`src/rtl/mfp_button_events_if.sv`:
```
// Bus between the button event capture stage and the GPIO/interrupt register file.
interface mfp_button_events_if #(
  parameter int WIDTH = 5
);
  logic [WIDTH-1:0] in;
  logic [WIDTH-1:0] ie;
  logic [WIDTH-1:0] clr_press;
  logic [WIDTH-1:0] clr_release;
  logic [WIDTH-1:0] clr_hold;
  logic [WIDTH-1:0] press_pend;
  logic [WIDTH-1:0] release_pend;
  logic [WIDTH-1:0] hold_pend;
  logic [WIDTH-1:0] lost;
  logic             irq;

  modport master (
    output in, ie, clr_press, clr_release, clr_hold,
    input  press_pend, release_pend, hold_pend, lost, irq
  );

  modport slave (
    input  in, ie, clr_press, clr_release, clr_hold,
    output press_pend, release_pend, hold_pend, lost, irq
  );
endinterface

```
`src/rtl/mfp_button_events.sv`:
```
// Per-pin press/release/long-press detection with sticky pending bits and a level IRQ.
module mfp_button_events #(
  parameter int WIDTH       = 5,
  parameter int HOLD_CYCLES = 50_000_000
) (
  input logic               clk,
  input logic               rst,
  mfp_button_events_if.slave bus
);
  localparam int HW = $clog2(HOLD_CYCLES + 1);
  localparam logic [HW-1:0] HOLD_MAX = HW'(HOLD_CYCLES);
  localparam logic [HW-1:0] HOLD_M1  = HW'(HOLD_CYCLES - 1);

  logic                   armed;
  logic [WIDTH-1:0]       in_p1;
  logic [WIDTH-1:0][HW-1:0] cnt;
  logic [WIDTH-1:0][HW-1:0] cnt_nxt;
  logic [WIDTH-1:0]       rise;
  logic [WIDTH-1:0]       fall;
  logic [WIDTH-1:0]       hold_evt;
  logic [WIDTH-1:0]       press_p1;
  logic [WIDTH-1:0]       release_p1;
  logic [WIDTH-1:0]       hold_p1;
  logic [WIDTH-1:0]       lost_p1;
  logic                   irq_p2;

  // Stage 0: edge and hold detection on the incoming levels
  always_comb begin
    rise     = '0;
    fall     = '0;
    hold_evt = '0;
    cnt_nxt  = '0;
    if (armed) begin
      rise = bus.in & ~in_p1;
      fall = ~bus.in & in_p1;
    end
    for (int i = 0; i < WIDTH; i++) begin
      if (bus.in[i]) begin
        cnt_nxt[i]  = (cnt[i] != HOLD_MAX) ? cnt[i] + HW'(1) : cnt[i];
        // Fires only on the step into saturation, so once per continuous high
        hold_evt[i] = (cnt[i] == HOLD_M1);
      end
    end
  end

  // Stage 1: sticky pending bits; a new event wins over a same-cycle clear
  always_ff @(posedge clk) begin
    if (rst) begin
      armed      <= 1'b0;
      in_p1      <= '0;
      cnt        <= '0;
      press_p1   <= '0;
      release_p1 <= '0;
      hold_p1    <= '0;
      lost_p1    <= '0;
      irq_p2     <= 1'b0;
    end else begin
      armed      <= 1'b1;
      in_p1      <= bus.in;
      cnt        <= cnt_nxt;
      press_p1   <= rise | (press_p1 & ~bus.clr_press);
      release_p1 <= fall | (release_p1 & ~bus.clr_release);
      hold_p1    <= hold_evt | (hold_p1 & ~bus.clr_hold);
      lost_p1    <= (rise & press_p1) | (lost_p1 & ~bus.clr_press);
      // Stage 2: interrupt level from the already-registered pending bits
      irq_p2     <= |((press_p1 | release_p1 | hold_p1) & bus.ie);
    end
  end

  assign bus.press_pend   = press_p1;
  assign bus.release_pend = release_p1;
  assign bus.hold_pend    = hold_p1;
  assign bus.lost         = lost_p1;
  assign bus.irq          = irq_p2;
endmodule
```
`src/flat_wrapper.sv`:
```
// flat-port wrapper written by rule: the top's interface ports become plain ports
module mfp_button_events_flat 
#(
  parameter int WIDTH       = 5,
  parameter int HOLD_CYCLES = 50_000_000
)
  (clk, rst, bus_in, bus_ie, bus_clr_press, bus_clr_release, bus_clr_hold, bus_press_pend, bus_release_pend, bus_hold_pend, bus_lost, bus_irq);
  mfp_button_events_if #(.WIDTH(WIDTH)) bus_i ();
  input logic clk;
  input logic rst;
  input wire logic [$bits(bus_i.in)-1:0] bus_in;
  input wire logic [$bits(bus_i.ie)-1:0] bus_ie;
  input wire logic [$bits(bus_i.clr_press)-1:0] bus_clr_press;
  input wire logic [$bits(bus_i.clr_release)-1:0] bus_clr_release;
  input wire logic [$bits(bus_i.clr_hold)-1:0] bus_clr_hold;
  output wire logic [$bits(bus_i.press_pend)-1:0] bus_press_pend;
  output wire logic [$bits(bus_i.release_pend)-1:0] bus_release_pend;
  output wire logic [$bits(bus_i.hold_pend)-1:0] bus_hold_pend;
  output wire logic [$bits(bus_i.lost)-1:0] bus_lost;
  output wire logic [$bits(bus_i.irq)-1:0] bus_irq;
  assign bus_i.in = bus_in;
  assign bus_i.ie = bus_ie;
  assign bus_i.clr_press = bus_clr_press;
  assign bus_i.clr_release = bus_clr_release;
  assign bus_i.clr_hold = bus_clr_hold;
  assign bus_press_pend = bus_i.press_pend;
  assign bus_release_pend = bus_i.release_pend;
  assign bus_hold_pend = bus_i.hold_pend;
  assign bus_lost = bus_i.lost;
  assign bus_irq = bus_i.irq;
  mfp_button_events #(.WIDTH(WIDTH), .HOLD_CYCLES(HOLD_CYCLES)) u_core (.clk(clk), .rst(rst), .bus(bus_i));
endmodule
```
`config.mk`:
```
export PLATFORM = sky130hd
export DESIGN_NAME = mfp_button_events_flat
export DESIGN_NICKNAME = d
export VERILOG_FILES = /design/src/rtl/mfp_button_events_if.sv /design/src/rtl/mfp_button_events.sv /design/src/flat_wrapper.sv
export SDC_FILE = /design/constraint.sdc
export NUM_CORES = 1
export LEC_CHECK = 0
export CORE_MARGIN = 5
export CORE_UTILIZATION = 30
export CTS_BUF_LIST = sky130_fd_sc_hd__clkbuf_16
export DETAILED_ROUTE_END_ITERATION = 8
export GPL_TIMING_DRIVEN = 0
export HOLD_SLACK_MARGIN = 0.08
export SLEW_MARGIN = 20
export SYNTH_ARGS = -nofsm -noshare
export SYNTH_HDL_FRONTEND = slang
export SYNTH_SLANG_ARGS = --single-unit
```
`constraint.sdc`:
```
create_clock -name clk -period 2.4 [get_ports clk]
set_input_delay 0.36 -clock clk [delete_from_list [all_inputs] [get_ports clk]]
set_output_delay 0.36 -clock clk [all_outputs]
set_load 0.02 [all_outputs]
```
* After elaboration in Yosys (flattened, before gate mapping)
Index checks and enable logic that the tools add are counted.
** Operators by class
- $add $sub $neg :: 5
- Bitwise logic cells :: 24
- Shift operators :: 0
- Div/mod/pow operators :: 0
- Muxes and demuxes :: 8
- Reduce and logical (&&, ||, !) cells :: 6
- Magnitude comparators :: 0
- Multiply operators :: 0
- Equal/unequal tests :: 10
** Operators with widths (number)
- $add 26x1->26 const B :: 5
- $eq 26x26->1 const B :: 5
- $ne 26x26->1 const B :: 5
- $and 5x5->5 :: 8
- $or 5x5->5 :: 6
- $not 5->5 :: 5
- $mux 5 :: 2
- $reduce_or 2->1 :: 5
- $mux 1 :: 6
- $not 1->1 :: 5
- $reduce_or 5->1 :: 1
** Storage, ports and cells
- Bits of input ports :: 27
- Register bits :: 157
- Bits in writable memories :: 0
- Latch bits :: 0
- Output and inout port bits :: 21
- Memories :: 0
- Word-level logic and storage cells :: 65
- ROM bits :: 0

* Depth between registers and ports, before layout
- Word-level depth :: 5
- Depth in mapped cells :: 7
- Gate-level depth less buffers :: 6

* Worst setup path after synthesis
Ideal clock, no wire load.
- Path type :: reg-to-reg
- Start :: reg u_core.cnt[60] in the netlist's numbering
- End :: reg u_core.cnt[53] in the netlist's numbering
- Data required time :: 2330 ps
- Path buffers :: 1
- Library setup time :: 70 ps
- Setup slack :: 279 ps
- Stages on the path, launching flop included :: 6
- Period minus slack after synthesis :: 2121 ps
- Data arrival time :: 2051 ps
- Cells stage by stage :: dfxtp_1 or4b_1 or4_1 clkbuf_2 or4_1 a21oi_1
** Between the ends
- Longest elaborated chain between the ends :: 1
** Ends and longest elaborated chain
- start: declaration :: RTL line mfp_button_events.sv:16 : logic [WIDTH-1:0][HW-1:0] cnt;
- start signal: assignment :: RTL line mfp_button_events.sv:60 : cnt <= cnt_nxt;
- $ne 26x26->1 :: RTL line mfp_button_events.sv:39 : cnt_nxt[i] = (cnt[i] != HOLD_MAX) ? cnt[i] + HW'(1) : cnt[i];
Every way passes these cells.
A chain may end at the register's enable or synchronous reset.

* Final worst setup path
Ends and elaborated chain as after synthesis.

==> results.md <==
* Post-route fraction of the period consumed by the critical path at 92.9%
* Final Instance Count excl. Fillers at 1277
* Per-cell via count in the routed design at 5.25
* Primary flip-flop cell chosen by synthesis mapping: dfxtp_1
* Netlist Area Pre-Place at 7450 sq um
* Net Sw Frac at 22.0%
* Slowest stage cell, crit path: or4_1
* Combined global-route utilization of all metal layers at 13.5%
* First-pass GRT wire length at 31.5 mm
* Number of placement rows at 57
* Aggregate global routing overflow at 0
* Worst IR drop on VDD at 430 uV
* Worst Tran Pin Value at 0.942 ns
* Clk network pwr share at 48.5%
* Yosys reg bits at 157
* Int Pwr at 0.00433 W
* Highest attainable clock frequency at 0.448 GHz
* Setup repair bufs after CTS at 0
* Clk sinks at 157
* Delay of the slowest cell on the worst path at 0.52 ns
* Worst setup EP type: flop
* Clock transition at the registers of the reported paths at 0.06 ns
* Peak fanout along the critical path at 7
* Clock buffers created by TritonCTS at 17
* Result of the run: finished, final reports clean
* Global routing's busiest layer: met2
* Maximum clock path buffer count at 2
* Pin count of the biggest net entering global routing at 17
* Sequential Power Share at 47.8%
* Cell chosen for the clock root: clkbuf_16
* Count of endpoints failing setup in the final report at 0
* Input/output buffers at 47
* Number of unique standard cell types used by synthesis at 44
* Final hold vios at 0
* Number of antenna violations at the first check in global routing at 0
* Layout cell share with drive strength beyond 1 at 3.78%
* Met3 GRT Util at 2.83%
* Net total in the final layout at 977
* Clock tree from TritonCTS: done
* Post-Synthesis Cells at 876
* Avg WL per Cell at 14.8 um
* DR vias at 6706
* Area grow syn2layout at 19.4%
* Via count of the first global-routing pass at 6326
* Biggest area contributors in the synthesized netlist: dfxtp_1, a21oi_1, xor2_1, o31ai_1, or4_1
* Hold WC Path Type: flop to flop
* Boundary Pins at 48
* Number of enable flip-flop cells after synthesis at 0
* Post-Route WL at 18.9 mm
* Final slew viol count at 0
* Required time reported for the critical path endpoint at 2.75 ns
* Insertion delay to the later sink of the worst-skew pair at 0.42 ns
* Pre-antenna DRT Iters at 5
* Startpoint-to-endpoint class of the critical path: flop to flop
* Post-synth top area share at 42.2%
* Height of the die at 168 um
* Cell repeated most along the worst path: or4_1
* Cells traversed along the worst timing path: or4b_1, or4_1, clkbuf_2, or4_1, a21oi_1
* Worst Path Arrival at 2.58 ns
* Fraction of the yosys area taken by sequential cells at 42.2%
* Die footprint at 28100 sq um
* Final GP Congestion at 0.802
* Cell with the most instances after synthesis: dfxtp_1
* Placed cell count at 1247
* HPWL after detailed placement at 13.5 mm
* Htree depth at 4
* Net switching power at 0.00122 W
* Pwr/cell area at 624 nW/um^2
* Synth warn at 0
* Sort of element at the start of the critical path: flop
* Placeable core area at 24400 sq um
* Minimum period implied by the final worst setup slack at 2.23 ns
* Die W at 168 um
* Met2 capacity usage during global routing at 21.8%
* Headroom to the max-slew limit at 36.6%
* Effective utilization at floorplan at 30.5%
* Share of flip-flops with an asynchronous set or reset at 0%
* DRT iter0 DRCs at 345
* Fin Clk Skew at 0.00968 ns
* Average footprint of a synthesized cell at 8.50 sq um
* Static leakage at 2.69 nW
* Most numerous cell types in the synthesized netlist: dfxtp_1, a21oi_1, nor2_1
* Post-CTS resize count at 0
* Post-Syn Nets at 913
* Cell taking the most area after synthesis: dfxtp_1
* GR met1 Demand/Resource at 18.4%
* RSZ-0062 raised after global routing: true
* Number of max-cap violations at 0
* Remaining antenna violation count after routing at 0
* Combinational group share of total power at 3.7%
* Antenna diode instance count at 0
* Remaining routing DRC violations at 0
* Total power at 0.00555 W
what timing repair did:
item                                    4_1_cts  5_1_grt
endpoints found under the setup margin        0        2
endpoints found under the hold margin         0        0
hold buffers                                  0        0
cell usage in the layout (no fill, tap or decap), drive strengths merged, types with 38 or more instances in the layout:
cell type	netlist	final
nand4	48	48
dfxtp	157	157
o31ai	44	44
nand2	54	54
clkdlybuf4s50	0	47
or4	42	42
xor2	38	38
nand3	44	44
nor2	55	55
a21oi	89	89
clkbuf	37	52
power groups by stage:
stage | Combinational (W) | Clock, W | Sequential, W
after floorplan | 0.0000862 | 0 | 0.00271
after global placement | 0.000207 | 0 | 0.00271
after detailed placement | 0.000207 | 0 | 0.00271
after CTS | 0.000208 | 0.00277 | 0.00265
after global routing | 0.000224 | 0.00290 | 0.00266
final | 0.000204 | 0.00270 | 0.00265
state kept, by name, indices dropped and copies added, names as in the netlist:
name	count
u_core.bus.press_pend	5
u_core.bus.hold_pend	5
u_core.bus.irq	1
u_core.armed	1
u_core.cnt	130
u_core.in_p1	5
u_core.bus.release_pend	5
u_core.bus.lost	5
cell families (layout without fill, tap and decap cells):
logic type	count (synthesis)	after routing	share of synthesized area, %
AND/OR/NAND/NOR	408	408	32.2
buffers and inverters	65	142	3.29
XOR/XNOR	47	47	5.53
multiplexers	3	3	0.403
AO/OA/AOI/OAI	186	186	14.7
adder cells (fa/ha/maj)	10	10	1.68
flip-flops	157	157	42.2
path summary, 6_finish.rpt:
| check | startpoint | endpoint | slack, ns | depth (start not counted) |
|---|---|---|---|---|
| setup / recovery | u_core.cnt[60] | u_core.cnt[53] | 0.17 | 5 |
| hold / removal | u_core.bus.lost[2] | u_core.bus.lost[2] | 0.47 | 2 |
| setup reg to reg | u_core.cnt[60] | u_core.cnt[53] | 0.17 | 5 |
| hold reg to reg | u_core.bus.lost[2] | u_core.bus.lost[2] | 0.47 | 2 |
stage by stage:
stage,setup TNS [ns],hold WS [ns],utilization (%),instance area (sq um),worst slack (ns)
after floorplan,0,0.429,-,7450,0.279
after global placement,0,0.456,34.1,8330,0.162
after detailed placement,0,0.462,34.1,8330,0.141
after CTS,0,0.474,36.5,8900,0.128
after global routing,-0.0167,0.502,36.5,8900,-0.0167
final,0,0.472,36.5,8900,0.170
final cells by class:
cell class,instances,area (sq um)
clock inverter,15,153
buffer,35,133
inverter,28,105
timing repair buffer,47,470
sequential,157,3140
clock buffer,17,425
multi-input combinational,654,4060
fill,2551,15500
tap,324,405
worst max-delay path: cells and delay by family (launching register included):
kind,cells,cell delay (ns)
and+or+nand+nor,3,1.52
DFF,1,0.33
buffers and inverters,1,0.17
AOI/OAI and AO/OA,1,0.14
routing by layer:
| layer | share of wire [%] | vias to the layer above | routed length (um) |
|---|---|---|---|
| li1 | - | 3407 | - |
| met1 | 50 | 3204 | 9470 |
| met2 | 46 | 82 | 8670 |
| met3 | 3.2 | 13 | 598 |
| met4 | 0.94 | 0 | 177 |
| met5 | 0 | - | 0 |
Note: power is estimated with default switching activity, not from simulation.
